<file path="config.mk">
export PLATFORM = sky130hd
export DESIGN_NAME = rx_mac
export DESIGN_NICKNAME = d
export VERILOG_FILES = /design/src/rtl/rx_mac.sv
export SDC_FILE = /design/constraint.sdc
export NUM_CORES = 1
export LEC_CHECK = 0
export CORE_UTILIZATION = 56
export CTS_BUF_LIST = sky130_fd_sc_hd__clkbuf_16
export CTS_CLUSTER_SIZE = 25
export DETAILED_ROUTE_END_ITERATION = 16
export PLACE_DENSITY = 0.86
export REMOVE_ABC_BUFFERS = 1
export SLEW_MARGIN = 10
export SYNTH_ARGS = -nofsm -noshare
export SYNTH_HDL_FRONTEND = slang
export SYNTH_SLANG_ARGS = --single-unit
</file>
<file path="constraint.sdc">
create_clock -name rx_clk -period 19.11 [get_ports rx_clk]
set_input_delay 1.911 -clock rx_clk [delete_from_list [all_inputs] [get_ports rx_clk]]
set_output_delay 1.911 -clock rx_clk [all_outputs]
set_load 0.05 [all_outputs]
</file>
<file path="src/rtl/rx_mac.sv">
// XGMII (32-bit) to AXI-Stream receive MAC: strips preamble/SFD and FCS, checks CRC-32.
// Payload word sampled at edge n appears after edge n+3; no backpressure, every beat must be taken.
module rx_mac #(
    parameter int XGMII_DATA_WIDTH = 32,
    parameter int XGMII_DATA_BYTES = 4,
    parameter int AXIS_DATA_WIDTH  = 32,
    parameter int AXIS_DATA_BYTES  = 4
) (
    input  logic                        rx_clk,
    input  logic                        rx_rst,
    input  logic [XGMII_DATA_WIDTH-1:0] in_xgmii_data,
    input  logic [XGMII_DATA_BYTES-1:0] in_xgmii_ctl,
    output logic [AXIS_DATA_WIDTH-1:0]  out_master_rx_tdata,
    output logic [AXIS_DATA_BYTES-1:0]  out_master_rx_tkeep,
    output logic                        out_master_rx_tvalid,
    output logic                        out_master_rx_tlast,
    output logic                        out_master_rx_tuser
);

    localparam int NB = XGMII_DATA_BYTES;
    localparam int KW = $clog2(NB);

    localparam logic [1:0] ST_IDLE     = 2'd0;
    localparam logic [1:0] ST_PREAMBLE = 2'd1;
    localparam logic [1:0] ST_DATA     = 2'd2;
    localparam logic [1:0] ST_DROP     = 2'd3;

    localparam logic [31:0] CRC_RESIDUE = 32'hDEBB20E3;

    function automatic logic [31:0] crc_byte(input logic [31:0] c, input logic [7:0] b);
        logic [31:0] r;
        r = c ^ {24'h0, b};
        for (int i = 0; i < 8; i++) begin
            r = r[0] ? ((r >> 1) ^ 32'hEDB88320) : (r >> 1);
        end
        return r;
    endfunction

    logic [1:0]                  state_q, state_d;
    logic [XGMII_DATA_WIDTH-1:0] in_dat_q, in_dat_d;
    logic [NB-1:0]               in_ctl_q, in_ctl_d;
    logic [XGMII_DATA_WIDTH-1:0] sr0_q, sr0_d, sr1_q, sr1_d;
    logic                        sr0_vld_q, sr0_vld_d, sr1_vld_q, sr1_vld_d;
    logic [31:0]                 crc_q, crc_d;
    logic                        err_q, err_d;
    logic                        pend_vld_q, pend_vld_d;
    logic [AXIS_DATA_WIDTH-1:0]  pend_dat_q, pend_dat_d;
    logic [AXIS_DATA_BYTES-1:0]  pend_keep_q, pend_keep_d;
    logic                        pend_user_q, pend_user_d;
    logic [AXIS_DATA_WIDTH-1:0]  tdata_q, tdata_d;
    logic [AXIS_DATA_BYTES-1:0]  tkeep_q, tkeep_d;
    logic                        tvalid_q, tvalid_d;
    logic                        tlast_q, tlast_d;
    logic                        tuser_q, tuser_d;

    logic [NB-1:0]              term_hit, start_hit, idle_hit;
    logic [KW-1:0]              term_k;
    logic                       below_ctl;
    logic [AXIS_DATA_BYTES-1:0] keep_k;
    logic [31:0]                crc_acc, crc_term;
    logic                       start_word_ok, sfd_ok, user_end;

    // Lane decode, terminate position and the CRC both at the terminate lane and over the full word.
    always_comb begin
        term_hit  = '0;
        start_hit = '0;
        idle_hit  = '0;
        for (int l = 0; l < NB; l++) begin
            term_hit[l]  = in_ctl_q[l] && (in_dat_q[8*l +: 8] == 8'hFD);
            start_hit[l] = in_ctl_q[l] && (in_dat_q[8*l +: 8] == 8'hFB);
            idle_hit[l]  = in_ctl_q[l] && (in_dat_q[8*l +: 8] == 8'h07);
        end
        term_k = '0;
        for (int l = NB - 1; l >= 0; l--) begin
            if (term_hit[l]) term_k = KW'(l);
        end
        below_ctl = 1'b0;
        keep_k    = '0;
        crc_acc   = crc_q;
        crc_term  = crc_q;
        for (int l = 0; l < NB; l++) begin
            if (l < int'(term_k)) begin
                below_ctl = below_ctl | in_ctl_q[l];
                keep_k[l] = 1'b1;
            end
            if (l == int'(term_k)) crc_term = crc_acc;
            crc_acc = crc_byte(crc_acc, in_dat_q[8*l +: 8]);
        end
        start_word_ok = (in_ctl_q == NB'(1)) && (in_dat_q == 32'h555555FB);
        sfd_ok        = (in_ctl_q == '0) && (in_dat_q == 32'hD5555555);
        user_end      = err_q | below_ctl | (crc_term != CRC_RESIDUE);
    end

    always_comb begin
        state_d     = state_q;
        in_dat_d    = in_xgmii_data;
        in_ctl_d    = in_xgmii_ctl;
        sr0_d       = sr0_q;
        sr1_d       = sr1_q;
        sr0_vld_d   = sr0_vld_q;
        sr1_vld_d   = sr1_vld_q;
        crc_d       = crc_q;
        err_d       = err_q;
        pend_vld_d  = 1'b0;
        pend_dat_d  = pend_dat_q;
        pend_keep_d = pend_keep_q;
        pend_user_d = pend_user_q;
        tdata_d     = '0;
        tkeep_d     = '0;
        tvalid_d    = 1'b0;
        tlast_d     = 1'b0;
        tuser_d     = 1'b0;

        // A deferred final beat never collides with a DATA-state beat: it follows a frame end.
        if (pend_vld_q) begin
            tvalid_d = 1'b1;
            tdata_d  = pend_dat_q;
            tkeep_d  = pend_keep_q;
            tlast_d  = 1'b1;
            tuser_d  = pend_user_q;
        end

        case (state_q)
            ST_IDLE: begin
                if (start_word_ok) begin
                    state_d = ST_PREAMBLE;
                    err_d   = 1'b0;
                    crc_d   = 32'hFFFFFFFF;
                end
            end
            ST_PREAMBLE: begin
                state_d   = sfd_ok ? ST_DATA : ST_DROP;
                sr0_vld_d = 1'b0;
                sr1_vld_d = 1'b0;
            end
            ST_DROP: begin
                if (|(term_hit | idle_hit)) state_d = ST_IDLE;
            end
            default: begin
                if (|term_hit) begin
                    state_d   = ST_IDLE;
                    sr0_vld_d = 1'b0;
                    sr1_vld_d = 1'b0;
                    if (term_k == '0) begin
                        // The word just before terminate is all FCS.
                        if (sr1_vld_q) begin
                            tvalid_d = 1'b1;
                            tdata_d  = sr1_q;
                            tkeep_d  = '1;
                            tlast_d  = 1'b1;
                            tuser_d  = user_end;
                        end
                    end else begin
                        if (sr1_vld_q) begin
                            tvalid_d = 1'b1;
                            tdata_d  = sr1_q;
                            tkeep_d  = '1;
                        end
                        if (sr0_vld_q) begin
                            pend_vld_d  = 1'b1;
                            pend_dat_d  = sr0_q;
                            pend_keep_d = keep_k;
                            pend_user_d = user_end;
                        end
                    end
                end else if (|start_hit) begin
                    sr0_vld_d = 1'b0;
                    sr1_vld_d = 1'b0;
                    if (sr1_vld_q) begin
                        tvalid_d = 1'b1;
                        tdata_d  = sr1_q;
                        tkeep_d  = '1;
                    end
                    if (sr0_vld_q) begin
                        pend_vld_d  = 1'b1;
                        pend_dat_d  = sr0_q;
                        pend_keep_d = '1;
                        pend_user_d = 1'b1;
                    end
                    if (start_word_ok) begin
                        state_d = ST_PREAMBLE;
                        err_d   = 1'b0;
                        crc_d   = 32'hFFFFFFFF;
                    end else begin
                        state_d = ST_IDLE;
                    end
                end else begin
                    // Words carrying stray control lanes stay in the stream so latency is unchanged.
                    if (|in_ctl_q) err_d = 1'b1;
                    sr0_d     = in_dat_q;
                    sr1_d     = sr0_q;
                    sr0_vld_d = 1'b1;
                    sr1_vld_d = sr0_vld_q;
                    crc_d     = crc_acc;
                    if (sr1_vld_q) begin
                        tvalid_d = 1'b1;
                        tdata_d  = sr1_q;
                        tkeep_d  = '1;
                    end
                end
            end
        endcase
    end

    always_ff @(posedge rx_clk or posedge rx_rst) begin
        if (rx_rst) begin
            state_q     <= ST_IDLE;
            in_dat_q    <= '0;
            in_ctl_q    <= '0;
            sr0_q       <= '0;
            sr1_q       <= '0;
            sr0_vld_q   <= 1'b0;
            sr1_vld_q   <= 1'b0;
            crc_q       <= '0;
            err_q       <= 1'b0;
            pend_vld_q  <= 1'b0;
            pend_dat_q  <= '0;
            pend_keep_q <= '0;
            pend_user_q <= 1'b0;
            tdata_q     <= '0;
            tkeep_q     <= '0;
            tvalid_q    <= 1'b0;
            tlast_q     <= 1'b0;
            tuser_q     <= 1'b0;
        end else begin
            state_q     <= state_d;
            in_dat_q    <= in_dat_d;
            in_ctl_q    <= in_ctl_d;
            sr0_q       <= sr0_d;
            sr1_q       <= sr1_d;
            sr0_vld_q   <= sr0_vld_d;
            sr1_vld_q   <= sr1_vld_d;
            crc_q       <= crc_d;
            err_q       <= err_d;
            pend_vld_q  <= pend_vld_d;
            pend_dat_q  <= pend_dat_d;
            pend_keep_q <= pend_keep_d;
            pend_user_q <= pend_user_d;
            tdata_q     <= tdata_d;
            tkeep_q     <= tkeep_d;
            tvalid_q    <= tvalid_d;
            tlast_q     <= tlast_d;
            tuser_q     <= tuser_d;
        end
    end

    assign out_master_rx_tdata  = tdata_q;
    assign out_master_rx_tkeep  = tkeep_q;
    assign out_master_rx_tvalid = tvalid_q;
    assign out_master_rx_tlast  = tlast_q;
    assign out_master_rx_tuser  = tuser_q;

endmodule

</file>
# == Word level (Yosys, flattened, before mapping) ==
# Cells that the tools add are included.
# classes
reduce_logical,33
n_mux,103
order_cmp,3
n_eq_ne,25
bitwise_logic,45
# op_table
operator,n
two-way mux 32 bit,45
NOT 13 -> 14 bit,32
XOR 32 x 8 -> 32 bit,4
"== test 8 bit, second input constant",8
case mux 32 bit (2 select lines),1
two-way mux 1 bit,37
"== test 32 x 31 -> 1 bit, second input constant",1
"== test 32 bit, second input constant",1
"== test 8 x 3 -> 1 bit, second input constant",4
two-way mux 4 bit,8
"inequality test 32 bit, second input constant",1
two-way mux 2 bit,8
OR reduction 4 bit,4
logical AND 1 bit,14
AND reduction 3 bit,4
"inequality test 2 bit, second input constant",3
case mux 1 bit (2 select lines),3
case mux 2 bit (3 select lines),1
nonzero test 5 bit,1
"== test 2 bit, first input constant",2
"== test 4 x 1 -> 1 bit, second input constant",1
zero test 2 bit,2
zero test 4 bit,1
"< comparator 1 x 2 -> 1 bit, first input constant",2
14 further kinds,21
# word_totals
word_cells,227
output_inout_bits,39
reg_bits,214
in_bits,38

# == Longest topological paths before layout ==
# Gate-level depths: netlist (run 1).
# depth
word_depth,71
ltp_mapped,13
mapped_depth_nobuf,11

# == Worst setup path before layout (run 1) ==
# OpenSTA, ideal clock, no wires.
# synth_path
kind,reg-to-reg
startpoint,reg crc_q[3]
endpoint,reg pend_user_q
path_stages_with_launch,12
t_required_ps,18984
setup_time_ps,126
synth_period_minus_slack_ps,4353
path_slack_ps,14757
arrival_time_ps,4227
n_path_buf,0
path_cell_list,dfrtp_1 -> xnor2_1 -> xnor3_2 -> xnor2_4 -> xor3_2 -> xnor2_4 -> xnor3_1 -> xor2_1 -> or3_1 -> a221oi_1 -> a41oi_1 -> o32a_1
# synth_between
elab_chain_cells,43
elab_cells_between_ends,55
cone_classes,1 x eq/ne; 30 x mux; 24 x bitwise
# synth_rtl
item,line_no,source
start: declaration,44,"logic [31:0] crc_q, crc_d;"
start signal: assignment,233,crc_q <= crc_d;
XOR 32 x 8 -> 32 bit,32,"r = c ^ {24'h0, b};"
two-way mux 32 bit (4 in series),34,r = r[0] ? ((r >> 1) ^ 32'hEDB88320) : (r >> 1);
NOT 13 -> 14 bit (no source line),-,
two-way mux 32 bit,34,
NOT 13 -> 14 bit (no source line),-,
two-way mux 32 bit (2 in series),34,
NOT 13 -> 14 bit (no source line),-,
two-way mux 32 bit,34,
[19 not listed],-,
NOT 13 -> 14 bit (no source line),-,
two-way mux 32 bit (5 in series),34,
two-way mux 32 bit (*),86,if (l == int'(term_k)) crc_term = crc_acc;
inequality test 32 bit (*),91,user_end = err_q | below_ctl | (crc_term != CRC_RESIDUE);
OR 1 bit (*),91,
two-way mux 1 bit (*),159,if (sr0_vld_q) begin
two-way mux 1 bit (*),144,if (term_k == '0) begin
two-way mux 1 bit (*),140,if (|term_hit) begin
end signal: assignment,238,pend_user_q <= pend_user_d;
end: declaration,49,"logic pend_user_q, pend_user_d;"
# Mark *: on every way between the ends. The rest lies on a longest branch, timed or not. The select of a mux whose other input is x is not followed.
# A chain may end at the register's enable or synchronous reset.

# == Final worst setup path (run 1) ==
# layout_path
startpoint,reg crc_q[2]
endpoint,reg crc_q[14]
# layout_between
elab_chain_cells,49
elab_cells_between_ends,62
cone_classes,35 x mux; 27 x bitwise
# layout_rtl
item,line_no,source
XOR 32 x 8 -> 32 bit (*),32,
two-way mux 32 bit (*) (8 in series),34,
XOR 32 x 8 -> 32 bit (*),32,
two-way mux 32 bit (*) (7 in series),34,
NOT 13 -> 14 bit (no source line) or two-way mux 32 bit (tied branches),-,
two-way mux 32 bit (*),34,
XOR 32 x 8 -> 32 bit (*),32,
NOT 13 -> 14 bit (no source line) or two-way mux 32 bit (tied branches),-,
[16 not listed],-,
two-way mux 32 bit (*),34,
NOT 13 -> 14 bit (no source line) or two-way mux 32 bit (tied branches),-,
two-way mux 32 bit (*) (4 in series),34,
NOT 13 -> 14 bit (no source line) or two-way mux 32 bit (tied branches),-,
two-way mux 32 bit (*) (2 in series),34,
two-way mux 32 bit (*),166,end else if (|start_hit) begin
two-way mux 32 bit (*),140,
case mux 32 bit (2 select lines) (*),123,case (state_q)
# Marked as above.

==> results of run 1 <==
[sequential cells by signal, summed over array words and instances, names as in the netlist]
register,count
out_master_rx_tuser,1
in_ctl_q,4
sr1_vld_q,1
out_master_rx_tlast,1
crc_q,32
sr1_q,32
pend_dat_q,32
out_master_rx_tdata,32
pend_user_q,1
sr0_vld_q,1
err_q,1
pend_keep_q,4
sr0_q,32
pend_vld_q,1
out_master_rx_tvalid,1
out_master_rx_tkeep,4
in_dat_q,32
state_q,2
[worst max-delay path: cells and delay by family, from the launching register on]
kind | cells | cell delay (ns)
xor+xnor | 9 | 4.11
flops | 1 | 0.56
compound gates | 1 | 0.19
[metrics by stage]
stage / utilization [%] / instance area, µm² / setup WS (ns) / hold WS (ns) / cells
after floorplan: - / 12660 / 11.35 / 0.4400 / 1015
after global placement: 61.54 / 13890 / 14.22 / 0.4523 / 1387
after detailed placement: 61.54 / 13890 / 14.14 / 0.4643 / 1387
after CTS: 64.62 / 14590 / 14.15 / 0.4787 / 1426
after global routing: 64.62 / 14590 / 13.94 / 0.5003 / 1426
final: 64.62 / 14590 / 14.12 / 0.4772 / 1426
[cells in the final DEF (no fill, tap or decap), types with 12 or more instances in the layout]
cell type,Yosys,final
nand3_1,15,15
xnor2_4,14,14
clkdlybuf4s50_1,0,76
o21ai_0,40,40
dfrtp_1,214,213
nand2_1,104,103
a21oi_1,32,31
xnor2_1,154,153
inv_1,10,15
xnor3_1,46,46
xor2_1,58,58
clkbuf_16,0,22
nor3_1,16,14
nor2_1,48,48
o22a_1,12,12
mux2_2,98,98
[per-layer routing]
| metal | track usage (%) | wire [µm] | up-vias |
|---|---|---|---|
| li1 | - | - | 3777 |
| met1 | 39.09 | 13580 | 4215 |
| met2 | 44.57 | 14840 | 391 |
| met3 | 5.727 | 2591 | 89 |
| met4 | 12.43 | 1529 | 0 |
| met5 | 0 | 0 | - |
[layout make-up]
cell class | instances | share of cell area [%]
inverters | 10 | 0.3088
clock buffers | 22 | 3.774
repair buffers | 87 | 5.781
flip-flops and latches | 214 | 36.72
multi-input cells | 791 | 49.97
well taps | 285 | 2.445
clock inverters | 17 | 0.9950
[logic make-up (layout without fill, tap and decap cells)]
logic type | Yosys count | after routing | share of synthesized area [%]
xor gates and xnor gates | 311 | 311 | 31.93
adders and majority gates | 4 | 4 | 0.3897
DFF | 214 | 214 | 41.69
buffers and inverters | 51 | 136 | 1.753
and+or+nand+nor | 251 | 251 | 9.215
AOI/OAI and AO/OA | 121 | 121 | 5.962
muxes | 104 | 104 | 9.059
[worst max path at each step]
stage                                     start                     to  slack, ns
final                      crc_q[2]$_DFFE_PP0P_  crc_q[14]$_DFFE_PP0P_      14.12
after global routing      in_dat_q[0]$_DFF_PP0_  crc_q[22]$_DFFE_PP0P_      13.94
after CTS                  crc_q[2]$_DFFE_PP0P_  crc_q[14]$_DFFE_PP0P_      14.15
after detailed placement   crc_q[7]$_DFFE_PP0P_  crc_q[17]$_DFFE_PP0P_      14.14
after global placement     crc_q[2]$_DFFE_PP0P_  crc_q[14]$_DFFE_PP0P_      14.22
after floorplan                          rx_rst   crc_q[0]$_DFFE_PP0P_      11.35
==> results.yml, run 1 <==
clock_network:
  cts_setup_buffers: 0
  cts_resized: 0
  ctsHoldBuffers: 0
  tritoncts: "yes"
  clk_latency_ns: 0.53
  cts_made_buffers: 22
  cts_buffer_depth: 3
  clk_pin_slew_ns: 0.07
  cts_max_level: 1
  cts.sinks: 214
  cts-root-buf: "clkbuf_16"
timing:
  hold_viol: 0
  worst_slew_margin_rel_pct: 30.56
  fin_crit_sh_pct: 26.10
  setup_viol: 0
  report.final.slew_viol_count: 0
  tightest_slew_ns: 1.042
  max_freq_mhz: 200.5
  period_minus_slack_ns: 4.989
  rsz0062_at_grt: "false"
  finalSetupTns_ns: 0
  clock_skew_ns: 0.03098
drt:
  drc: 0
  vias_per_cell: 5.941
  wire_per_inst_um: 22.83
  first_pass_iters: 5
  drtAntennaViolNets: 0
  drt_iter0_drc: 885
  vias: 8472
  wirelength_mm: 32.55
final_layout:
  final_layout_size_suffix_gt1_share_pct: 17.44
  syn_to_final_growth_pct: 13.56
  antenna_cells: 0
  ff_latch_area_mm2: 0.005356
  nNetsFinal: 1168
  nFillCells: 1696
  multiInputGateArea_mm2: 0.007289
worst_setup_path:
  cp.required_ns: 19.53
  rr_endpoint: "crc_q[14]$_DFFE_PP0P_"
  crit_fanout: 10
  worst-setup-path-type: "flop to flop"
  ff2ff_path_depth: 10
  cp-start-kind: "flop"
  crit_slowest_cell: "xnor3_1"
  arrival_ns: 5.41
  r2r-start: "crc_q[2]$_DFFE_PP0P_"
  max_stage_delay_ns: 0.74
  path_cells: "xor2_2, xnor3_2, xnor3_1, xnor3_1, xnor3_2, xnor3_1, xnor2_1, xnor2_1, xnor2_1, o22a_1"
  endpoint_kind: "flop"
  r2r_setup_slack_ns: 14.12
synthesis:
  ys_ff_latch: 214
  synth.top_cells.by_area: "dfrtp_1 42%, xnor2_1 11%, mux2_2 8.6%, xnor3_1 8.1%, xor2_1 4.0%"
  netlist_instances: 1056
  synth_seq_area_share_pct: 41.69
  synth_common_cells: "214 x dfrtp_1, 154 x xnor2_1, 104 x nand2_1"
  synth.avg_cell_area_um2: 12.16
  async_reset_ff_share_pct: 100.0
  synth_top_area_cell: "dfrtp_1"
  ys_types: 66
  synth_top_area_share_pct: 41.69
  synth_most_common_cell: "dfrtp_1"
  dominantRegCellSynth: "dfrtp_1"
  synth_edf_count: 0
  synth_warnings: 0
  synth.cell_area_mm2: 0.01284
global_routing:
  antenna_found_initial: 0
  first_global_vias: 8532
  grt_max_degree: 149
  gr-total-overflow: 0
  grt_pass1_wl_mm: 50.89
  grt_usage_pct: 28.61
floorplanning:
  start_util_pct: 56.91
  pin_count: 77
  core_area_mm2: 0.02257
  fp.dieH_um: 153.5
  std_cell_rows: 55
  die_area_mm2: 0.02355
  die_w_um: 153.5
status:
  outcome: "completed"
placed_design:
  io_buffers: 76
  hpwl_mm: 23.53
  gp_congestion: 1.045
worst_hold_path:
  hp-start: "sr1_q[6]$_DFFE_PP0P_"
  hold_depth: 2
  min_to: "out_master_rx_tdata[6]$_DFF_PP0_"
  hold_path_class: "flop to flop"
flow_run:
  maxCapViolCount: 0
Power of run 1 is not shown: default switching activity piles up to over one toggle a cycle in this logic, so the estimate is an artifact.
==> run 2, diff against run 1 <==
CORE_UTILIZATION = 55   (was 56)
PLACE_DENSITY = 0.88   (was 0.86)
clock period = 4.12 ns   (was 19.11 ns; I/O delays follow)
==> run 2 against run 1 <==
  * Clock skew is 0.014 ns lower
  * Utilization is 7.7 points higher
  * Critical path depth is 1 higher
  * Maximum frequency is 23% higher
  * Non-clock buffer count is 195 higher
  * Critical path type unchanged
  * Largest cell class unchanged
==> results.yml, run 2 (synthesized netlist as in run 1, its figures left out) <==
final_layout:
  nFillCells: 1511
  layout_commonest_cell: "dfrtp_1"
  antenna_cells: 0
  final_layout_size_suffix_gt1_share_pct: 32.69
  nNetsFinal: 1363
  syn_to_final_growth_pct: 28.19
  multiInputGateArea_mm2: 0.007542
  layout_common_cells: "205 x dfrtp_1, 198 x buf_4, 138 x xnor2_1"
  ff_latch_area_mm2: 0.005366
clock_network:
  cts_buffer_depth: 3
  clk_pin_slew_ns: 0.06
  cts.sinks: 214
  clk_latency_ns: 0.52
  ctsHoldBuffers: 0
  cts_made_buffers: 22
  tritoncts: "yes"
  cts_max_level: 1
  cts-root-buf: "clkbuf_16"
placed_design:
  io_buffers: 76
  place_ws_ns: -0.08361
  hpwl_mm: 27.51
  gp_congestion: 1.019
timing:
  max_freq_mhz: 245.7
  tightest_slew_ns: 0.8692
  fin_crit_sh_pct: 98.77
  clock_skew_ns: 0.01668
  rsz0062_at_grt: "true"
  worst_slew_margin_rel_pct: 42.05
  period_minus_slack_ns: 4.069
  worst_slack_ns: 0.05051
  setup_viol: 0
  report.final.slew_viol_count: 0
  hold_viol: 0
global_routing:
  antenna_found_initial: 0
  grt_max_degree: 114
  first_global_vias: 9670
  grt_pass1_wl_mm: 56.56
  gr-total-overflow: 0
  grt_usage_pct: 31.95
drt:
  drt_iter0_drc: 736
  wire_per_inst_um: 22.38
  wirelength_mm: 36.93
  vias_per_cell: 5.652
  first_pass_iters: 5
  drc: 0
  drtAntennaViolNets: 0
  vias: 9325
worst_setup_path:
  arrival_ns: 4.47
  r2r-start: "crc_q[7]$_DFFE_PP0P_"
  cp.required_ns: 4.52
  r2r_setup_slack_ns: 0.05
  rr_endpoint: "pend_user_q$_DFFE_PP0P_"
  endpoint_kind: "flop"
  ff2ff_path_depth: 11
  crit_fanout: 6
  worst-setup-path-type: "flop to flop"
  cp-start-kind: "flop"
floorplanning:
  fp.dieH_um: 154.8
  die_area_mm2: 0.02397
  pin_count: 77
  std_cell_rows: 55
  start_util_pct: 56.39
  core_area_mm2: 0.02278
  die_w_um: 154.8
worst_hold_path:
  hold_path_class: "input pin to flop"
  hp-start: "in_xgmii_ctl[0]"
  hold_depth: 1
  min_to: "in_ctl_q[0]$_DFF_PP0_"
status:
  outcome: "completed"
flow_run:
  maxCapViolCount: 0
run 2: cell count changes in the layout (fill, tap and decap cells not counted), moves of 4 or more:
cell     before  now
xnor3_1      46   37
dfrtp_2       1    9
inv_1        15   11
xnor3_2       6   15
xnor2_2      11   21
buf_4        11  198
xnor2_4      14   19
dfrtp_1     213  205
xnor2_1     153  138
buf_12        0    5
xor2_1       58   51
xor2_2        7   13
run 2: through the flow:
| step | hold WS (ns) | util [%] | cells | area, µm² | setup TNS (ns) |
|---|---|---|---|---|---|
| 3_3_place_gp | 0.4538 | 67.64 | 1604 | 15410 | -0.06667 |
| 3_5_place_dp | 0.4580 | 67.64 | 1604 | 15410 | -0.1788 |
| 4_1_cts | 0.3205 | 71.19 | 1644 | 16220 | 0 |
| 6_report | 0.3306 | 72.29 | 1650 | 16470 | 0 |
| 5_1_grt | 0.3354 | 72.29 | 1650 | 16470 | -0.3278 |
| 2_1_floorplan | 0.4400 | - | 1015 | 12660 | -509.48 |
run 2: repair_timing:
item,4_1_cts,5_1_grt
cloned,0,0
endpoints found under the setup margin,11,20
resized for setup,15,36
pin swaps,1,9
setup buffers,0,6
endpoints found under the hold margin,0,0
run 2: worst max path at each step:
stage                                     start                 endpoint  slack [ns]
after floorplan                          rx_rst     crc_q[0]$_DFFE_PP0P_       -2.14
after global placement    in_dat_q[1]$_DFF_PP0_  pend_user_q$_DFFE_PP0P_       -0.07
after detailed placement   crc_q[4]$_DFFE_PP0P_  pend_user_q$_DFFE_PP0P_       -0.08
after CTS                  crc_q[7]$_DFFE_PP0P_  pend_user_q$_DFFE_PP0P_       0.004
after global routing      in_dat_q[5]$_DFF_PP0_  pend_user_q$_DFFE_PP0P_       -0.12
final                      crc_q[7]$_DFFE_PP0P_  pend_user_q$_DFFE_PP0P_        0.05
run 2: worst max-delay path: stages (launching register included):
cell      delay (ns)
dfrtp_1         0.43
xor3_1          0.49
xnor3_2         0.37
xnor2_2         0.24
xnor2_2         0.15
xnor3_2         0.52
xnor3_1         0.45
xor2_1          0.18
or3_1           0.32
a221oi_1        0.31
a41oi_1         0.18
o32a_1          0.31
run 2: area by class of cell:
cell class,instances,area share (%)
clock buffer,23,3.495
clock inverter,17,0.9726
inverter,10,0.2736
multi-input combinational,791,45.81
sequential,214,32.59
tap,313,2.378
timing repair buffer,282,14.48
run 2: metal layers:
| layer | wire (µm) | track usage [%] | vias up |
|---|---|---|---|
| li1 | - | - | 4164 |
| met1 | 14720 | 41.01 | 4646 |
| met2 | 17820 | 53.61 | 418 |
| met3 | 2602 | 4.791 | 97 |
| met4 | 1785 | 14.85 | 0 |
| met5 | 0 | 0 | - |
Power of run 2 is left out for the same reason.
